==> src/rtl/stdp_pkg.sv <==
// rtl/stdp_pkg.sv - shared types and saturating helpers for the STDP synapse array
package stdp_pkg;

   typedef enum logic [0:0] {
      IDLE  = 1'b0,
      SWEEP = 1'b1
   } stdp_state_t;

   // Fixed-point 1.0 for a trace with frac_bits fraction bits
   function automatic longint trace_one(input int frac_bits);
      return longint'(1) << frac_bits;
   endfunction

   function automatic longint sat_add(input longint a, input longint b, input longint max_v);
      longint s;
      s = a + b;
      return (s > max_v) ? max_v : s;
   endfunction

   function automatic longint clamp(input longint v, input longint lo, input longint hi);
      if (v < lo) return lo;
      if (v > hi) return hi;
      return v;
   endfunction

endpackage

==> src/rtl/stdp_trace_unit.sv <==
// rtl/stdp_trace_unit.sv - combinational trace decay, spike add and saturation
module stdp_trace_unit
   import stdp_pkg::*;
#(
   parameter int TRACE_WIDTH = 16,
   parameter int FRAC_BITS   = 10,
   parameter int DECAY_SHIFT = 4
) (
   input  logic [TRACE_WIDTH-1:0] trace_in,
   input  logic                   spike,
   output logic [TRACE_WIDTH-1:0] trace_out
);

   localparam longint ONE       = trace_one(FRAC_BITS);
   localparam longint TRACE_MAX = (longint'(1) << TRACE_WIDTH) - 1;

   logic [TRACE_WIDTH-1:0] dec;
   longint                 sum;

   always_comb begin
      dec       = trace_in - (trace_in >> DECAY_SHIFT);
      sum       = sat_add(longint'(dec), spike ? ONE : 64'sd0, TRACE_MAX);
      trace_out = TRACE_WIDTH'(sum);
   end

endmodule

==> src/rtl/stdp_synapse_array.sv <==
// rtl/stdp_synapse_array.sv - shared-datapath STDP sweep engine; STDP_SOFT_BOUND_EN selects soft weight bounds
module stdp_synapse_array
   import stdp_pkg::*;
#(
   parameter int N_PRE        = 8,
   parameter int WEIGHT_WIDTH = 8,
   parameter int TRACE_WIDTH  = 16,
   parameter int FRAC_BITS    = 10,
   parameter int DECAY_SHIFT  = 4,
   parameter int A_PLUS       = 5,
   parameter int A_MINUS      = 3,
   parameter int W_MAX        = 255,
   parameter int W_MIN        = 0,
   parameter int W_INIT       = 128
) (
   input  logic                            clk,
   input  logic                            rst_n,
   input  logic                            tick,
   input  logic [N_PRE-1:0]                pre_spike,
   input  logic                            post_spike,
   input  logic                            learning_enable,
   input  logic                            wr_en,
   input  logic [$clog2(N_PRE)-1:0]        wr_addr,
   input  logic [WEIGHT_WIDTH-1:0]         wr_data,
   output logic [N_PRE*WEIGHT_WIDTH-1:0]   weights_flat,
   output logic                            busy,
   output logic                            done,
   output logic                            overrun
);

   localparam int AW = $clog2(N_PRE);
   localparam int SW = WEIGHT_WIDTH + TRACE_WIDTH + 2;
   localparam int PW = TRACE_WIDTH + 32;
   localparam logic [AW-1:0] LAST_IDX = AW'(N_PRE - 1);

   stdp_state_t state, state_nxt;

   logic [AW-1:0]           idx;
   logic [N_PRE-1:0]        pre_l;
   logic                    post_l;
   logic                    learn_l;
   logic [TRACE_WIDTH-1:0]  post_trace_l;
   logic [TRACE_WIDTH-1:0]  post_trace;
   logic [WEIGHT_WIDTH-1:0] weights   [N_PRE];
   logic [TRACE_WIDTH-1:0]  pre_trace [N_PRE];
   logic                    done_r;
   logic                    overrun_r;

   logic accept, ch_wr, last_ch, host_wr, done_nxt, overrun_nxt;

   logic [WEIGHT_WIDTH-1:0] cur_w, new_w;
   logic [TRACE_WIDTH-1:0]  cur_tr, new_tr, new_post_tr;
   logic [PW-1:0]           ltp_u, ltd_u;
   logic signed [SW-1:0]    w_sum;
`ifdef STDP_SOFT_BOUND_EN
   logic [PW-1:0]           headroom, footroom;
`endif

   always_ff @(posedge clk or negedge rst_n) begin
      if (!rst_n) state <= IDLE;
      else        state <= state_nxt;
   end

   always_comb begin
      state_nxt   = state;
      accept      = 1'b0;
      ch_wr       = 1'b0;
      last_ch     = 1'b0;
      host_wr     = 1'b0;
      done_nxt    = 1'b0;
      overrun_nxt = 1'b0;
      case (state)
         IDLE: begin
            host_wr = wr_en && (32'(wr_addr) < N_PRE);
            if (tick) begin
               accept    = 1'b1;
               state_nxt = SWEEP;
            end
         end
         SWEEP: begin
            ch_wr       = 1'b1;
            overrun_nxt = tick;
            if (idx == LAST_IDX) begin
               last_ch   = 1'b1;
               done_nxt  = 1'b1;
               state_nxt = IDLE;
            end
         end
         default: state_nxt = IDLE;
      endcase
   end

   // All operands come from registers holding the pre-tick values
   always_comb begin
      cur_w  = weights[idx];
      cur_tr = pre_trace[idx];
      ltp_u  = post_l     ? (PW'(cur_tr) * PW'(A_PLUS)) >> FRAC_BITS : '0;
      ltd_u  = pre_l[idx] ? (PW'(post_trace_l) * PW'(A_MINUS)) >> FRAC_BITS : '0;
`ifdef STDP_SOFT_BOUND_EN
      headroom = (longint'(cur_w) >= longint'(W_MAX)) ? '0
                 : PW'(longint'(W_MAX) - longint'(cur_w));
      footroom = (longint'(cur_w) <= longint'(W_MIN)) ? '0
                 : PW'(longint'(cur_w) - longint'(W_MIN));
      ltp_u    = (ltp_u * headroom) >> WEIGHT_WIDTH;
      ltd_u    = (ltd_u * footroom) >> WEIGHT_WIDTH;
`endif
      w_sum = $signed(SW'(cur_w)) + $signed(SW'(ltp_u)) - $signed(SW'(ltd_u));
      new_w = learn_l
              ? WEIGHT_WIDTH'(clamp(longint'(w_sum), longint'(W_MIN), longint'(W_MAX)))
              : cur_w;
   end

   stdp_trace_unit #(
      .TRACE_WIDTH (TRACE_WIDTH),
      .FRAC_BITS   (FRAC_BITS),
      .DECAY_SHIFT (DECAY_SHIFT)
   ) u_pre_trace (
      .trace_in  (cur_tr),
      .spike     (pre_l[idx]),
      .trace_out (new_tr)
   );

   stdp_trace_unit #(
      .TRACE_WIDTH (TRACE_WIDTH),
      .FRAC_BITS   (FRAC_BITS),
      .DECAY_SHIFT (DECAY_SHIFT)
   ) u_post_trace (
      .trace_in  (post_trace_l),
      .spike     (post_l),
      .trace_out (new_post_tr)
   );

   always_ff @(posedge clk or negedge rst_n) begin
      if (!rst_n) begin
         idx          <= '0;
         pre_l        <= '0;
         post_l       <= 1'b0;
         learn_l      <= 1'b0;
         post_trace_l <= '0;
         post_trace   <= '0;
         done_r       <= 1'b0;
         overrun_r    <= 1'b0;
         for (int i = 0; i < N_PRE; i++) begin
            weights[i]   <= WEIGHT_WIDTH'(W_INIT);
            pre_trace[i] <= '0;
         end
      end else begin
         done_r    <= done_nxt;
         overrun_r <= overrun_nxt;
         if (accept) begin
            pre_l        <= pre_spike;
            post_l       <= post_spike;
            learn_l      <= learning_enable;
            post_trace_l <= post_trace;
            idx          <= '0;
         end
         if (host_wr) weights[wr_addr] <= wr_data;
         if (ch_wr) begin
            weights[idx]   <= new_w;
            pre_trace[idx] <= new_tr;
            idx            <= idx + 1'b1;
         end
         if (last_ch) begin
            post_trace <= new_post_tr;
            idx        <= '0;
         end
      end
   end

   for (genvar g = 0; g < N_PRE; g++) begin : g_flat
      assign weights_flat[g*WEIGHT_WIDTH +: WEIGHT_WIDTH] = weights[g];
   end

   assign busy    = (state == SWEEP);
   assign done    = done_r;
   assign overrun = overrun_r;

endmodule

==> config.mk <==
export PLATFORM = sky130hd
export DESIGN_NAME = stdp_synapse_array
export DESIGN_NICKNAME = d
export VERILOG_FILES = /design/src/rtl/stdp_pkg.sv /design/src/rtl/stdp_trace_unit.sv /design/src/rtl/stdp_synapse_array.sv
export SDC_FILE = /design/constraint.sdc
export NUM_CORES = 1
export LEC_CHECK = 0
export ABC_AREA = 1
export CORE_ASPECT_RATIO = 1.5
export CORE_MARGIN = 5
export CORE_UTILIZATION = 25
export DETAILED_ROUTE_END_ITERATION = 6
export GPL_ROUTABILITY_DRIVEN = 0
export SKIP_LAST_GASP = 1
export SYNTH_ARGS = -nofsm -noshare
export SYNTH_HDL_FRONTEND = slang
export SYNTH_SLANG_ARGS = --single-unit
==> constraint.sdc <==
create_clock -name clk -period 14.9 [get_ports clk]
set_input_delay 3.725 -clock clk [delete_from_list [all_inputs] [get_ports clk]]
set_output_delay 3.725 -clock clk [all_outputs]
set_load 0.05 [all_outputs]
==> impl_metrics.csv, run 1 <==
group,metric,value,unit
status,status,"completed",
clock_tree,clockBufferDepth,3,
timing,fin_crit,7.31,ns
floorplanning,io_pins,92,
critical_path,crit_path_max_incr_delay,0.71,ns
floorplanning,start_util,25.3,%
synthesis,synthArstFlopShare,100,%
floorplanning,dieArea,64900,µm²
synthesis,ys_types,46,
timing,fin_ws,7.59,ns
hold_path,worstHoldStart,"pre_trace[52]",
critical_path,timing.rr.start,"idx[0]",
timing,slew_viol_final,0,
synthesis,synth-edff-count,0,
critical_path,crit_path_top_delay_cell,"buf_4",
critical_path,worstPathRequired,15.35,ns
timing,finalSetupViolCount,0,
routing,via_per_inst,4.92,
clock_tree,ctsRootBufferMaster,"clkbuf_16",
routing,post_drt_wl_per_cell,17.7,µm
synthesis,syn_area_per_cell,7.55,µm²
synthesis,seq_area_frac_synth,40.3,%
placed_design,dp_hpwl,35200,µm
synthesis,syn-num-nets,2100,
global_route,gr-usage-all-layers,15.1,%
routing,ant_nets,0,
global_route,antenna_found_initial,0,
layout,multiInputGateArea,7560,µm²
layout,fillers,6317,
routing,drc,0,
timing,skew,0.0176,ns
clock_tree,cts_buffers,25,
critical_path,crit_path_max_fanout,76,
global_route,grt_max_degree,136,
timing,fin_hold_ws,0.477,ns
routing,dr.first_iter.drc_count,1089,
placed_design,dpl.cell_count,2786,
layout,fin_nets,2157,
synthesis,ys_ff_latch,240,
critical_path,worstSetupPathType,"reg2reg",
timing,finalHoldViolations,0,
floorplanning,die_y,309,µm
layout,regArea,6020,µm²
timing,tightest_slew,1.10,ns
hold_path,hp-class,"reg2reg",
timing,timing.fmax,137,MHz
global_route,overflow,0,
routing,drt_first_pass_iters,7,
routing,routed_wl,50200,µm
clock_tree,htreeDepth,1,
layout,fin_cells,2831,
synthesis,syn_inst,1979,
clock_tree,clkSinkCount,240,
global_route,grt_pass1_vias,13900,
critical_path,cp-start-kind,"register",
global_route,grt_pass1_wl,78600,µm
layout,drive_gt1_share,5.84,%
synthesis,synth_top_flop_cell,"dfrtp_1",
synthesis,synthesis.area,14900,µm²
clock_tree,cts_tree,"built",
clock_tree,ctsResizeCount,0,
clock_tree,clock_latency,0.56,ns
layout,diodes,0,
placed_design,io_buffers,91,
clock_tree,hold_buffers,0,
clock_tree,path_clk_slew,0.07,ns
flow_run,cap_violations,0,
clock_tree,post_cts_buffers,0,
timing,relSlewSlack,26.1,%
timing,min_period_over_period,49.0,%
floorplanning,row_count,109,
floorplanning,die_w,210,µm
placed_design,place_ws,7.77,ns
critical_path,startpoint,"idx[0]",
timing,rsz0062_at_grt,"no",
timing,fin_tns_setup,0,ns
critical_path,end_kind,"register",
critical_path,worst_ep_arrival_time,7.76,ns
layout,syn2layout_area_growth,17.1,%
routing,via_count,13900,
floorplanning,core_area,59100,µm²
synthesis,ys_warn_count,0,
layout make-up:
cell class / instances / share of cell area, %
inverter: 280 / 6.01
multi-input combinational: 1378 / 43.2
clock buffer: 37 / 4.23
tap: 777 / 5.56
clock inverter: 8 / 0.493
timing repair buffer: 111 / 6.09
sequential: 240 / 34.4
cells in the mapped netlist, types with 4 or more instances:
cell        n  area, µm²
xnor2_1    10       87.6
nand3_1   120        601
o21ai_2     6       52.6
or2_2       4       25.0
nor3_1     14       70.1
nand2_1   400       1500
a21o_1      7       52.6
a31oi_1    44        275
a22oi_1    12       90.1
mux2_2      7       78.8
xor2_1     29        254
clkbuf_1   60        225
buf_1       8       30.0
o21ai_0   184        921
nor4_1      4       25.0
o21ai_1    60        300
inv_1     271       1020
buf_2      12       60.1
dfrtp_1   232       5810
o211ai_1   44        330
a21oi_1   143        716
o22ai_1     4       25.0
ha_1       86       1080
nor2_1    148        556
inv_2       7       26.3
dfstp_2     8        210
nand4_1     5       31.3
fa_1       10        200
nand2_2    15       93.8
worst max-delay path, delay by kind of cell, from the launching register on:
family          cells  cell delay [ns]
simple gates       12             1.68
buf+inv             4             1.23
fa+ha+maj           4             1.53
flops               1             0.63
compound gates      6             1.72
xor+xnor            2             0.38
placed cells by master, fill, tap and decap left out, types with 44 or more instances in the layout:
master,n
nor2_1,143
clkdlybuf4s50_1,90
ha_1,86
a31oi_1,44
nand3_1,120
o21ai_0,184
o21ai_1,60
inv_1,270
nand2_1,400
a21oi_1,143
dfrtp_1,231
o211ai_1,44
path summary, 6_finish.rpt:
check                                    to  slack (ns)  cells after the start
setup / recovery           weights_flat[40]        7.59                     28
min in group asynchronous      pre_trace[9]        3.32                      1
hold reg to reg               pre_trace[52]        0.48                      2
max in group asynchronous     pre_trace[31]        9.46                      3
setup reg to reg           weights_flat[40]        7.59                     28
hold / removal                pre_trace[52]        0.48                      2
flip-flops by register name, summed over array words and instances (netlist names):
register / flops
weights_flat: 64
done: 1
pre_l: 8
post_trace_l: 16
learn_l: 1
post_trace: 16
overrun: 1
busy: 1
pre_trace: 128
idx: 3
post_l: 1
layer usage:
metal	part of all wire (%)	vias up	GRT usage, %
li1	-	6658	-
met3	4.7	136	1.70
met5	0	-	0
met2	51	454	27.5
met4	5.6	0	8.26
met1	38	6679	17.1
kinds of logic (layout without fill, tap and decap cells):
| logic type | Yosys count | count (layout) | share of synthesized area [%] |
|---|---|---|---|
| AND/OR/NAND/NOR | 716 | 716 | 19.8 |
| AO/OA/AOI/OAI | 520 | 520 | 19.4 |
| buffers and inverters | 361 | 436 | 9.22 |
| flip-flops | 240 | 240 | 40.3 |
| adder cells (fa/ha/maj) | 96 | 96 | 8.54 |
| XOR/XNOR | 39 | 39 | 2.29 |
| multiplexers | 7 | 7 | 0.527 |
per-stage QoR:
stage | utilization [%] | area (µm²)
floorplan | - | 14900
global placement | 28.2 | 16700
detailed placement | 28.2 | 16700
CTS | 29.6 | 17500
global route | 29.6 | 17500
finish | 29.6 | 17500
Power of run 1 is not shown: default switching activity piles up to over one toggle a cycle in this logic, so the estimate is an artifact.
==> run 2: changes to the inputs <==
==> constraint.sdc (replaced) <==
create_clock -name clk -period 7.2 [get_ports clk]
set_input_delay 1.8 -clock clk [delete_from_list [all_inputs] [get_ports clk]]
set_output_delay 1.8 -clock clk [all_outputs]
set_load 0.05 [all_outputs]
==> run 2 against run 1 <==
Against the previous run:
- sequential cell count unchanged
- routed wire length barely moved
- fmax increased by 9.6%
- worst setup slack got worse by 7.1 ns
- sequential share of layout area shrank 0.25 points
- register-to-register slack got worse by 7.1 ns
- clock skew rose by 0.0054 ns
- worst hold slack better by 0.0045 ns
- final cell count increased by 0.18%
- critical path depth decreased by 1
==> impl_metrics.csv, run 2 (synthesis gave the netlist of run 1 again) <==
group,metric,value,unit
floorplanning,die_y,309,µm
placed_design,dp_hpwl,35500,µm
critical_path,crit_path_frequent_cell,"nand2_1",
hold_path,worstHoldStart,"pre_trace[95]",
critical_path,worstPathRequired,7.65,ns
routing,post_drt_wl_per_cell,17.7,µm
critical_path,critPathTopFamily,"simple AND/OR/NAND/NOR gates",
critical_path,worst_ep_arrival_time,7.12,ns
critical_path,crit_path_top_delay_cell,"nor3_1",
routing,wl_met2,25700,µm
clock_tree,post_cts_buffers,0,
status,status,"completed",
timing,timing.fmax,150,MHz
layout,layout.cells.most_common,"nand2_1",
timing,finalHoldViolations,0,
layout,fin_nets,2162,
timing,slew_viol_final,0,
critical_path,reg2reg_depth,27,
layout,largest_register,"pre_trace",
timing,relSlewSlack,26.0,%
clock_tree,path_clk_slew,0.07,ns
timing,tightest_slew,1.11,ns
critical_path,worstSetupPathType,"reg2reg",
timing,rsz0062_at_grt,"no",
layout,syn2layout_area_growth,18.0,%
clock_tree,clockBufferDepth,3,
flow_run,cap_violations,0,
critical_path,crit_path_max_fanout,13,
floorplanning,core_area,59100,µm²
layout,layout_common_cells,"nand2_1, inv_1, dfrtp_1, o21ai_0",
routing,ant_nets,0,
clock_tree,ctsRootBufferMaster,"clkbuf_16",
critical_path,crit_path_max_incr_delay,0.52,ns
critical_path,cp-start-kind,"register",
critical_path,timing.rr.end,"weights_flat[8]",
clock_tree,cts_tree,"built",
routing,wl_met1,19200,µm
critical_path,startpoint,"idx[2]",
placed_design,placement.cell_area,16700,µm²
hold_path,min_to,"pre_trace[95]",
routing,dr.max_layer_used,"met4",
clock_tree,clkSinkCount,240,
floorplanning,die_w,210,µm
routing,drc,0,
global_route,grt_pass1_wl,79000,µm
clock_tree,clock_latency,0.57,ns
floorplanning,row_count,109,
routing,drt_first_pass_iters,6,
layout,largest_reg_flops,128,
hold_path,hp-class,"reg2reg",
layout,drive_gt1_share,6.17,%
global_route,gr-usage-all-layers,15.1,%
clock_tree,cts_buffers,26,
floorplanning,dieArea,64900,µm²
clock_tree,hold_buffers,0,
critical_path,end_kind,"register",
timing,min_period_over_period,92.6,%
timing,fin_tns_setup,0,ns
floorplanning,start_util,25.3,%
clock_tree,ctsResizeCount,0,
critical_path,r2r_slack,0.53,ns
layout,final_cell_area,17600,µm²
timing,skew,0.0231,ns
routing,routed_wl,50200,µm
floorplanning,io_pins,92,
timing,finalSetupViolCount,0,
global_route,grt_max_degree,168,
timing,fin_crit,6.67,ns
layout,fin_util,29.8,%
placed_design,io_buffers,91,
global_route,overflow,0,
clock_tree,htreeDepth,1,
routing,dr_wl_met3,2300,µm
routing,via_per_inst,4.95,
placed_design,place_ws,0.502,ns
routing,via_count,14000,
critical_path,path_buf_inv,4,
routing,dr.first_iter.drc_count,1093,
global_route,grt_pass1_vias,13800,
global_route,antenna_found_initial,0,
critical_path,timing.rr.start,"idx[2]",
layout,diodes,0,
timing,fin_ws,0.532,ns
hold_path,whs_path_depth,2,
==> run 2: cell types whose count changed in the layout (fill, tap and decap cells not counted), moves of 2 or more <==
cell       previous run  this run
buf_12                0         2
buf_4                20        22
bufinv_16             1         4
clkbuf_1              5         3
clkbuf_8              7         2
clkinv_4              1         3
inv_6                 0         2
==> run 2: final cells by class <==
type                       instances  area (µm²)
fill                            6265       41400
sequential                       240        6020
clock buffer                      31         689
tap                              777         972
clock inverter                    15         210
multi-input combinational       1378        7570
inverter                         280        1050
timing repair buffer             115        1120
==> run 2: worst reg2reg max path: cells and delay by family (launching register included) <==
| family | cells | cell delay (ns) |
|---|---|---|
| fa+ha+maj | 4 | 1.55 |
| buf+inv | 4 | 0.64 |
| flops | 1 | 0.49 |
| compound gates | 7 | 1.72 |
| xor+xnor | 1 | 0.22 |
| simple gates | 11 | 1.94 |
==> run 2: through the flow <==
step                std cells  hold slack (ns)
CTS                      2836            0.479
finish                   2836            0.482
detailed placement       2790            0.461
global placement         2790            0.460
floorplan                1979            0.444
global route             2836            0.510
==> run 2: worst max-delay path by stage <==
stage,to,slack [ns],cells past startpoint
2_1_floorplan,weights_flat[14],1.16,35
3_3_place_gp,weights_flat[0],0.67,27
3_5_place_dp,weights_flat[40],0.50,27
4_1_cts,weights_flat[8],0.49,27
5_1_grt,weights_flat[40],0.04,29
6_report,weights_flat[8],0.53,27
==> run 2: layer usage <==
| metal | global-route usage, % | vias to the layer above |
|---|---|---|
| li1 | - | 6668 |
| met1 | 17.3 | 6754 |
| met2 | 27.4 | 469 |
| met3 | 1.61 | 140 |
| met4 | 8.34 | 0 |
| met5 | 0 | - |
Power of run 2 is left out for the same reason.
